<file path="src/rtl/alu_seq_pkg.sv">
// Shared types for the sequential ALU: opcode encodings, FSM states, default width.
package alu_seq_pkg;

   localparam int DEFAULT_XLEN = 32;

   typedef enum logic [3:0] {
      OP_ADD  = 4'b0000,
      OP_SUB  = 4'b0001,
      OP_SLT  = 4'b0010,
      OP_SLTU = 4'b0011,
      OP_XOR  = 4'b0100,
      OP_OR   = 4'b0101,
      OP_AND  = 4'b0110,
      OP_SLL  = 4'b0111,
      OP_SRL  = 4'b1000,
      OP_SRA  = 4'b1001,
      OP_MUL  = 4'b1010
   } alu_op_e;

   typedef enum logic [1:0] {
      S_IDLE,
      S_EXEC,
      S_DONE
   } state_e;

   function automatic logic is_shift(input alu_op_e op);
      return op inside {OP_SLL, OP_SRL, OP_SRA};
   endfunction

endpackage

</file>
<file path="src/rtl/alu_seq_shifter.sv">
// Iterative shifter: loads operand and amount on start, moves SHIFT_STEP bits per
// cycle (last step may be partial); done is high whenever no bits remain.
module alu_seq_shifter
   import alu_seq_pkg::*;
#(
   parameter int XLEN       = DEFAULT_XLEN,
   parameter int SHIFT_STEP = 1
) (
   input  logic                      clk,
   input  logic                      rst_n,
   input  logic                      start,
   input  alu_op_e                   op,
   input  logic [XLEN-1:0]           data,
   input  logic [$clog2(XLEN)-1:0]   shamt,
   output logic                      done,
   output logic [XLEN-1:0]           result
);

   localparam int CW = $clog2(XLEN) + 1;
   localparam logic [CW-1:0] STEP = CW'(SHIFT_STEP);

   alu_op_e         op_q;
   logic [XLEN-1:0] sreg_q, sreg_d;
   logic [CW-1:0]   cnt_q, step;

   always_comb begin
      // NOTE: every output gets a value before the case, so no path can infer a latch.
      step   = (cnt_q > STEP) ? STEP : cnt_q;
      sreg_d = sreg_q >> step;
      case (op_q)
         OP_SLL:  sreg_d = sreg_q << step;
         OP_SRA:  sreg_d = $unsigned($signed(sreg_q) >>> step);
         default: sreg_d = sreg_q >> step;
      endcase
   end

   // NOTE: non-blocking assignments so every register samples pre-edge values.
   always_ff @(posedge clk or negedge rst_n) begin
      if (!rst_n) begin
         op_q   <= OP_ADD;
         sreg_q <= '0;
         cnt_q  <= '0;
      end else if (start) begin
         op_q   <= op;
         sreg_q <= data;
         cnt_q  <= {1'b0, shamt};
      end else if (cnt_q != '0) begin
         sreg_q <= sreg_d;
         cnt_q  <= cnt_q - step;
      end
   end

   assign done   = (cnt_q == '0);
   assign result = sreg_q;

endmodule

</file>
<file path="src/rtl/alu_seq.sv">
// Multi-cycle ALU with valid/ready on both sides; every op spends at least one EXEC cycle.
// Define ALU_SEQ_MUL_EN to add the iterative shift-add multiplier on opcode 1010.
module alu_seq
   import alu_seq_pkg::*;
#(
   parameter int XLEN       = DEFAULT_XLEN,
   parameter int SHIFT_STEP = 1
) (
   input  logic            i_clk,
   input  logic            i_rst_n,
   input  logic            i_valid,
   output logic            o_ready,
   input  logic [XLEN-1:0] i_op_a,
   input  logic [XLEN-1:0] i_op_b,
   input  logic [3:0]      i_alu_op,
   output logic            o_valid,
   input  logic            i_ready,
   output logic [XLEN-1:0] o_alu_data,
   output logic            o_busy
);

   localparam int SW = $clog2(XLEN);

   state_e          state_q, state_d;
   alu_op_e         op, op_q;
   logic [XLEN-1:0] a_q, b_q, data_q, data_d, exec_result, shift_result;
   logic            accept, shift_done, exec_done;

   assign op      = alu_op_e'(i_alu_op);
   assign o_ready = (state_q == S_IDLE) || (state_q == S_DONE && i_ready);
   assign accept  = i_valid && o_ready;

   // Started on every shift accept, so a zero amount finishes immediately with A as result.
   alu_seq_shifter #(.XLEN(XLEN), .SHIFT_STEP(SHIFT_STEP)) u_shifter (
      .clk    (i_clk),
      .rst_n  (i_rst_n),
      .start  (accept && is_shift(op)),
      .op     (op),
      .data   (i_op_a),
      .shamt  (i_op_b[SW-1:0]),
      .done   (shift_done),
      .result (shift_result)
   );

`ifdef ALU_SEQ_MUL_EN
   logic [XLEN-1:0] mul_acc_q, mul_a_q, mul_b_q;
   logic [SW:0]     mul_cnt_q;

   always_ff @(posedge i_clk or negedge i_rst_n) begin
      if (!i_rst_n) begin
         mul_acc_q <= '0;
         mul_a_q   <= '0;
         mul_b_q   <= '0;
         mul_cnt_q <= '0;
      end else if (accept && op == OP_MUL) begin
         mul_acc_q <= '0;
         mul_a_q   <= i_op_a;
         mul_b_q   <= i_op_b;
         mul_cnt_q <= (SW+1)'(XLEN);
      end else if (mul_cnt_q != '0) begin
         if (mul_b_q[0]) mul_acc_q <= mul_acc_q + mul_a_q;
         mul_a_q   <= mul_a_q << 1;
         mul_b_q   <= mul_b_q >> 1;
         mul_cnt_q <= mul_cnt_q - 1'b1;
      end
   end

   assign exec_done = (op_q == OP_MUL) ? (mul_cnt_q == '0) : shift_done;
`else
   assign exec_done = shift_done;
`endif

   always_comb begin
      exec_result = '0;
      case (op_q)
         OP_ADD:  exec_result = a_q + b_q;
         OP_SUB:  exec_result = a_q - b_q;
         OP_SLT:  exec_result = {{(XLEN-1){1'b0}}, $signed(a_q) < $signed(b_q)};
         OP_SLTU: exec_result = {{(XLEN-1){1'b0}}, a_q < b_q};
         OP_XOR:  exec_result = a_q ^ b_q;
         OP_OR:   exec_result = a_q | b_q;
         OP_AND:  exec_result = a_q & b_q;
         OP_SLL, OP_SRL, OP_SRA: exec_result = shift_result;
`ifdef ALU_SEQ_MUL_EN
         OP_MUL:  exec_result = mul_acc_q;
`endif
         default: exec_result = '0;
      endcase
   end

   always_comb begin
      state_d = state_q;
      data_d  = data_q;
      case (state_q)
         S_IDLE, S_DONE: begin
            if (accept)                            state_d = S_EXEC;
            else if (state_q == S_DONE && i_ready) state_d = S_IDLE;
         end
         S_EXEC: begin
            if (exec_done) begin
               state_d = S_DONE;
               data_d  = exec_result;
            end
         end
         default: state_d = S_IDLE;
      endcase
   end

   always_ff @(posedge i_clk or negedge i_rst_n) begin
      if (!i_rst_n) begin
         state_q <= S_IDLE;
         data_q  <= '0;
         op_q    <= OP_ADD;
         a_q     <= '0;
         b_q     <= '0;
      end else begin
         state_q <= state_d;
         data_q  <= data_d;
         if (accept) begin
            op_q <= op;
            a_q  <= i_op_a;
            b_q  <= i_op_b;
         end
      end
   end

   assign o_valid    = (state_q == S_DONE);
   assign o_busy     = (state_q != S_IDLE);
   assign o_alu_data = data_q;

endmodule

</file>
<file path="config.mk">
export PLATFORM = sky130hd
export DESIGN_NAME = alu_seq
export DESIGN_NICKNAME = d
export VERILOG_FILES = /design/src/rtl/alu_seq_pkg.sv /design/src/rtl/alu_seq_shifter.sv /design/src/rtl/alu_seq.sv
export SDC_FILE = /design/constraint.sdc
export NUM_CORES = 1
export LEC_CHECK = 0
export ABC_CLOCK_PERIOD_IN_PS = 3150
export CORE_MARGIN = 10
export CORE_UTILIZATION = 40
export DETAILED_ROUTE_END_ITERATION = 7
export SLEW_MARGIN = 30
export SYNTH_ARGS = -nofsm -noshare
export SYNTH_HDL_FRONTEND = slang
export SYNTH_SLANG_ARGS = --single-unit
</file>
<file path="constraint.sdc">
create_clock -name i_clk -period 3.15 [get_ports i_clk]
set_input_delay 0.63 -clock i_clk [delete_from_list [all_inputs] [get_ports i_clk]]
set_output_delay 0.63 -clock i_clk [all_outputs]
set_load 0.1 [all_outputs]
</file>
==> key figures <==
Place
  • Port bufs: between 100 and 150
  • HPWL after DPL: ~28000 um
  • RePlAce Congestion: 0.963
  • Placed Area: between 10000 and 15000 um^2
  • Placed cell count: 1857

Worst setup path
  • Critical Setup Path Class: register to register
  • Worst setup EP type: register
  • Critical path launch point type: register
  • CP Launch Point: a_q[0]
  • Worst Path Arrival: approximately 3300 ps
  • CP Data Required Time: approximately 3500 ps
  • Worst-path fanout max: 4
  • Reg2reg start: a_q[0]

Drt
  • Detailed Route Iter0 Violations: between 700 and 800
  • DRT Pass-1 Iters: 7
  • DRC errors left: 0
  • Met1 WL: roughly 18000 um
  • Routed wl met3: 1880 um
  • Drt wl/cell: 20.2 um
  • Remaining antenna violation count: 0
  • Total Routed Length: between 30000 and 40000 um
  • Vias per inst: 5.76
  • Max layer used: met4
  • DR vias: about 11k
  • Metal2 WL: about 18000 um

Finish
  • Layout cells sized above 1: 0.105
  • Final Non-Filler Cells: about 1.9k
  • Area used by multi-input combinational logic: ~7000 um^2
  • Post-route cell area: ~13000 um^2
  • Final Util: 0.482
  • Inserted Diodes: 0
  • Fill count: around 2.8k
  • Synth-to-Final Area Change: 18.6%
  • Final layout net count: roughly 1.7k
  • Sequential cell area: approximately 3600 um^2

Timing
  • Final Cycle Share: 0.944
  • Setup TNS: 0 ps
  • RSZ-0062 raised after global routing: false
  • Final hold viol count: 0
  • Fin Hold WS: roughly 210 ps
  • Max Clock Skew: about 14 ps
  • Max Fclk: 0.336 GHz
  • Setup violators final: 0
  • Worst slew pin tran: 732 ps
  • Slew Limit Fails: 0
  • Slew Limit Headroom: 0.512
  • Minimum clock period: 2970 ps

Clock tree
  • Worst-path clk slew: about 70 ps
  • CTS tree: yes
  • Latest clock arrival within the worst-skew pair: 450 ps
  • CTS hold repair buffers: 0
  • H-tree Lvls: 4
  • CTS Buf Count: 17
  • Clock root buffer: clkbuf_16
  • Clock Sinks: 144
  • Clock tree buffer depth: 2

Yosys
  • Cells after synthesis: between 1k and 1.5k
  • Register bit total from synthesis: 144
  • Synth Area in XOR/XNOR: 0.0185
  • Sequential area share after synthesis: 0.318
  • Post-synthesis instance area: about 11000 um^2
  • Post-synthesis adder-cell area fraction: 0.119
  • Simple-gate share of the synthesized area: 0.163
  • Share of the synthesized area in the top cell type: 0.318
  • Dominant synthesized flop cell: dfrtp_1
  • Asr flop ratio synth: 1.00
  • Mux share of post-synthesis cell area: 0.0324
  • Number of synthesized flops with an enable pin: 0
  • Synth top area cells: dfrtp_1, ha_1, o21ai_0, a21oi_1, nand2_1
  • Synthesized area per cell: between 7 and 8 um^2
  • Yosys cell types: approximately 80
  • Synth Area in Compound Gates: 0.278
  • Synth warn: 0
  • Largest family of logic cells by synthesized area: compound AO/OA/AOI/OAI gates
  • Post-synthesis cell type with the largest combined area: dfrtp_1
  • Mapped Nets: around 1.6k

GRT
  • Largest net degree at the start of global routing: roughly 140
  • Global-route wire length before repair: 61200 um
  • Vias in the first global route: 10.9k
  • Initial antenna violation count: 0
  • Total grt overflow: 0
  • Tot GR Track Use: 0.211

Pwr
  • Combinational share of power: 0.677
  • Internal power: about 7900 uW
  • Switching Fraction: 0.542
  • NetSw: around 9300 uW
  • Relative contribution of sequential cells to total power: 0.194
  • Clock share of power: 0.129
  • Pwr/cell area: roughly 1300 nW/um^2
  • P_leak: around 0.0059 uW
  • Peak VDD IR: approximately 0.0006 V

Min path
  • Worst min-delay path category: input pin to asynchronous set/reset pin

Die
  • # IOs: 107
  • Die area: between 30000 and 40000 um^2
  • Chip Width: 188 um
  • Rows: 61
  • Die Ht: between 150 and 200 um
  • Core ar.: 27900 um^2
  • Initial core utilization: 0.407

Status
  • Status: finished clean

Job
  • Maxcap violations: 0
==> metal layers <==
| layer | up-vias | track usage |
|---|---|---|
| li1 | 5200 | - |
| met4 | 0 | 0.0501 |
| met2 | 306 | 0.345 |
| met3 | 39 | 0.0329 |
| met1 | 5345 | 0.286 |
| met5 | - | 0 |
==> power by group through the flow <==
| stage | registers (uW) | clock network (uW) | logic (uW) |
|---|---|---|---|
| floorplan | 4140 | 0 | 7360 |
| global placement | 3330 | 0 | 11400 |
| detailed placement | 3360 | 0 | 11400 |
| CTS | 3330 | 2250 | 11500 |
| global route | 3440 | 2320 | 12800 |
| finish | 3340 | 2220 | 11600 |
==> worst paths after layout <==
kind,endpoint,slack (ps),depth (start not counted)
setup / recovery,o_alu_data[26],180,11
hold / removal,a_q[19],210,1
setup reg to reg,o_alu_data[26],180,11
hold reg to reg,o_alu_data[6],490,2
max in group asynchronous,a_q[10],2200,2
min in group i_clk,o_alu_data[6],490,2
==> synthesized netlist by cell type, types with 6 or more instances <==
| library cell | instances |
|---|---|
| a21o_1 | 14 |
| a22oi_1 | 18 |
| and3_1 | 6 |
| ha_1 | 105 |
| o211ai_1 | 11 |
| mux2i_1 | 31 |
| o21bai_1 | 6 |
| inv_1 | 101 |
| a21oi_1 | 145 |
| dfrtp_1 | 144 |
| o21ai_0 | 170 |
| or2_2 | 6 |
| nand2b_1 | 13 |
| a211oi_1 | 6 |
| a31oi_1 | 14 |
| o31ai_1 | 14 |
| o221ai_1 | 10 |
| nand4_1 | 12 |
| xnor2_1 | 21 |
| clkbuf_1 | 63 |
| buf_1 | 7 |
| nand2_1 | 175 |
| buf_2 | 11 |
| nor2b_1 | 9 |
| a221oi_1 | 20 |
| nand3_1 | 20 |
| nor4_1 | 11 |
| nor2_1 | 103 |
| o31a_1 | 6 |
| nor3_1 | 26 |
| or3_1 | 10 |
==> repair_timing <==
| item | in CTS | in global routing |
|---|---|---|
| gates resized for setup | 0 | 7 |
| setup endpoints to repair | 0 | 4 |
| setup buffers | 0 | 0 |
==> stage by stage <==
stage | setup WS, ps | power, uW
2_1_floorplan | 314 | 11500
3_3_place_gp | 225 | 14800
3_5_place_dp | 159 | 14800
4_1_cts | 134 | 17000
5_1_grt | 1.04 | 18500
6_report | 177 | 17200
==> placed cells by master (no fill, tap or decap), types with 18 or more instances in the layout <==
cell / netlist / layout
o21ai_0: 170 / 170
buf_4: 1 / 76
ha_1: 105 / 104
clkdlybuf4s50_1: 0 / 70
inv_1: 101 / 101
nor3_1: 26 / 22
xnor2_1: 21 / 21
nor2_1: 103 / 102
nand3_1: 20 / 18
nand2_1: 175 / 175
a21oi_1: 145 / 144
a221oi_1: 20 / 20
mux2i_1: 31 / 31
dfrtp_1: 144 / 144
a22oi_1: 18 / 18
==> kinds of logic (layout without fill, tap and decap cells) <==
family	after synthesis	after routing
AO/OA/AOI/OAI	505	505
AND/OR/NAND/NOR	412	412
buffers and inverters	191	283
flip-flops	144	144
adder cells (fa/ha/maj)	107	107
multiplexers	36	36
XOR/XNOR	24	24
==> critical path, cell delays in order (launching register included) <==
cell and delay, ps:
dfrtp_1 360, inv_1 80, ha_1 240, fa_1 410, o21bai_2 200, a2111o_1 280, nand3_2 180, a211oi_4 350
o21ai_1 200, a21oi_1 170, nor4b_1 280, a211oi_1 90
==> layout make-up <==
cell class,instances,share of cell area
Sequential cell,144,0.268
Inverter,101,0.0282
Timing Repair Buffer,150,0.0999
Multi-Input combinational cell,1084,0.522
Clock buffer,17,0.0317
Tap cell,378,0.0352
Clock inverter,15,0.0148
==> registers in the layout, indices dropped and copies added, names as in the netlist <==
register,flops
b_q,32
op_q,4
u_shifter.op_q,4
state_q,2
o_alu_data,32
u_shifter.result,32
u_shifter.cnt_q,6
a_q,32
Note: power is estimated with default switching activity, not from simulation.
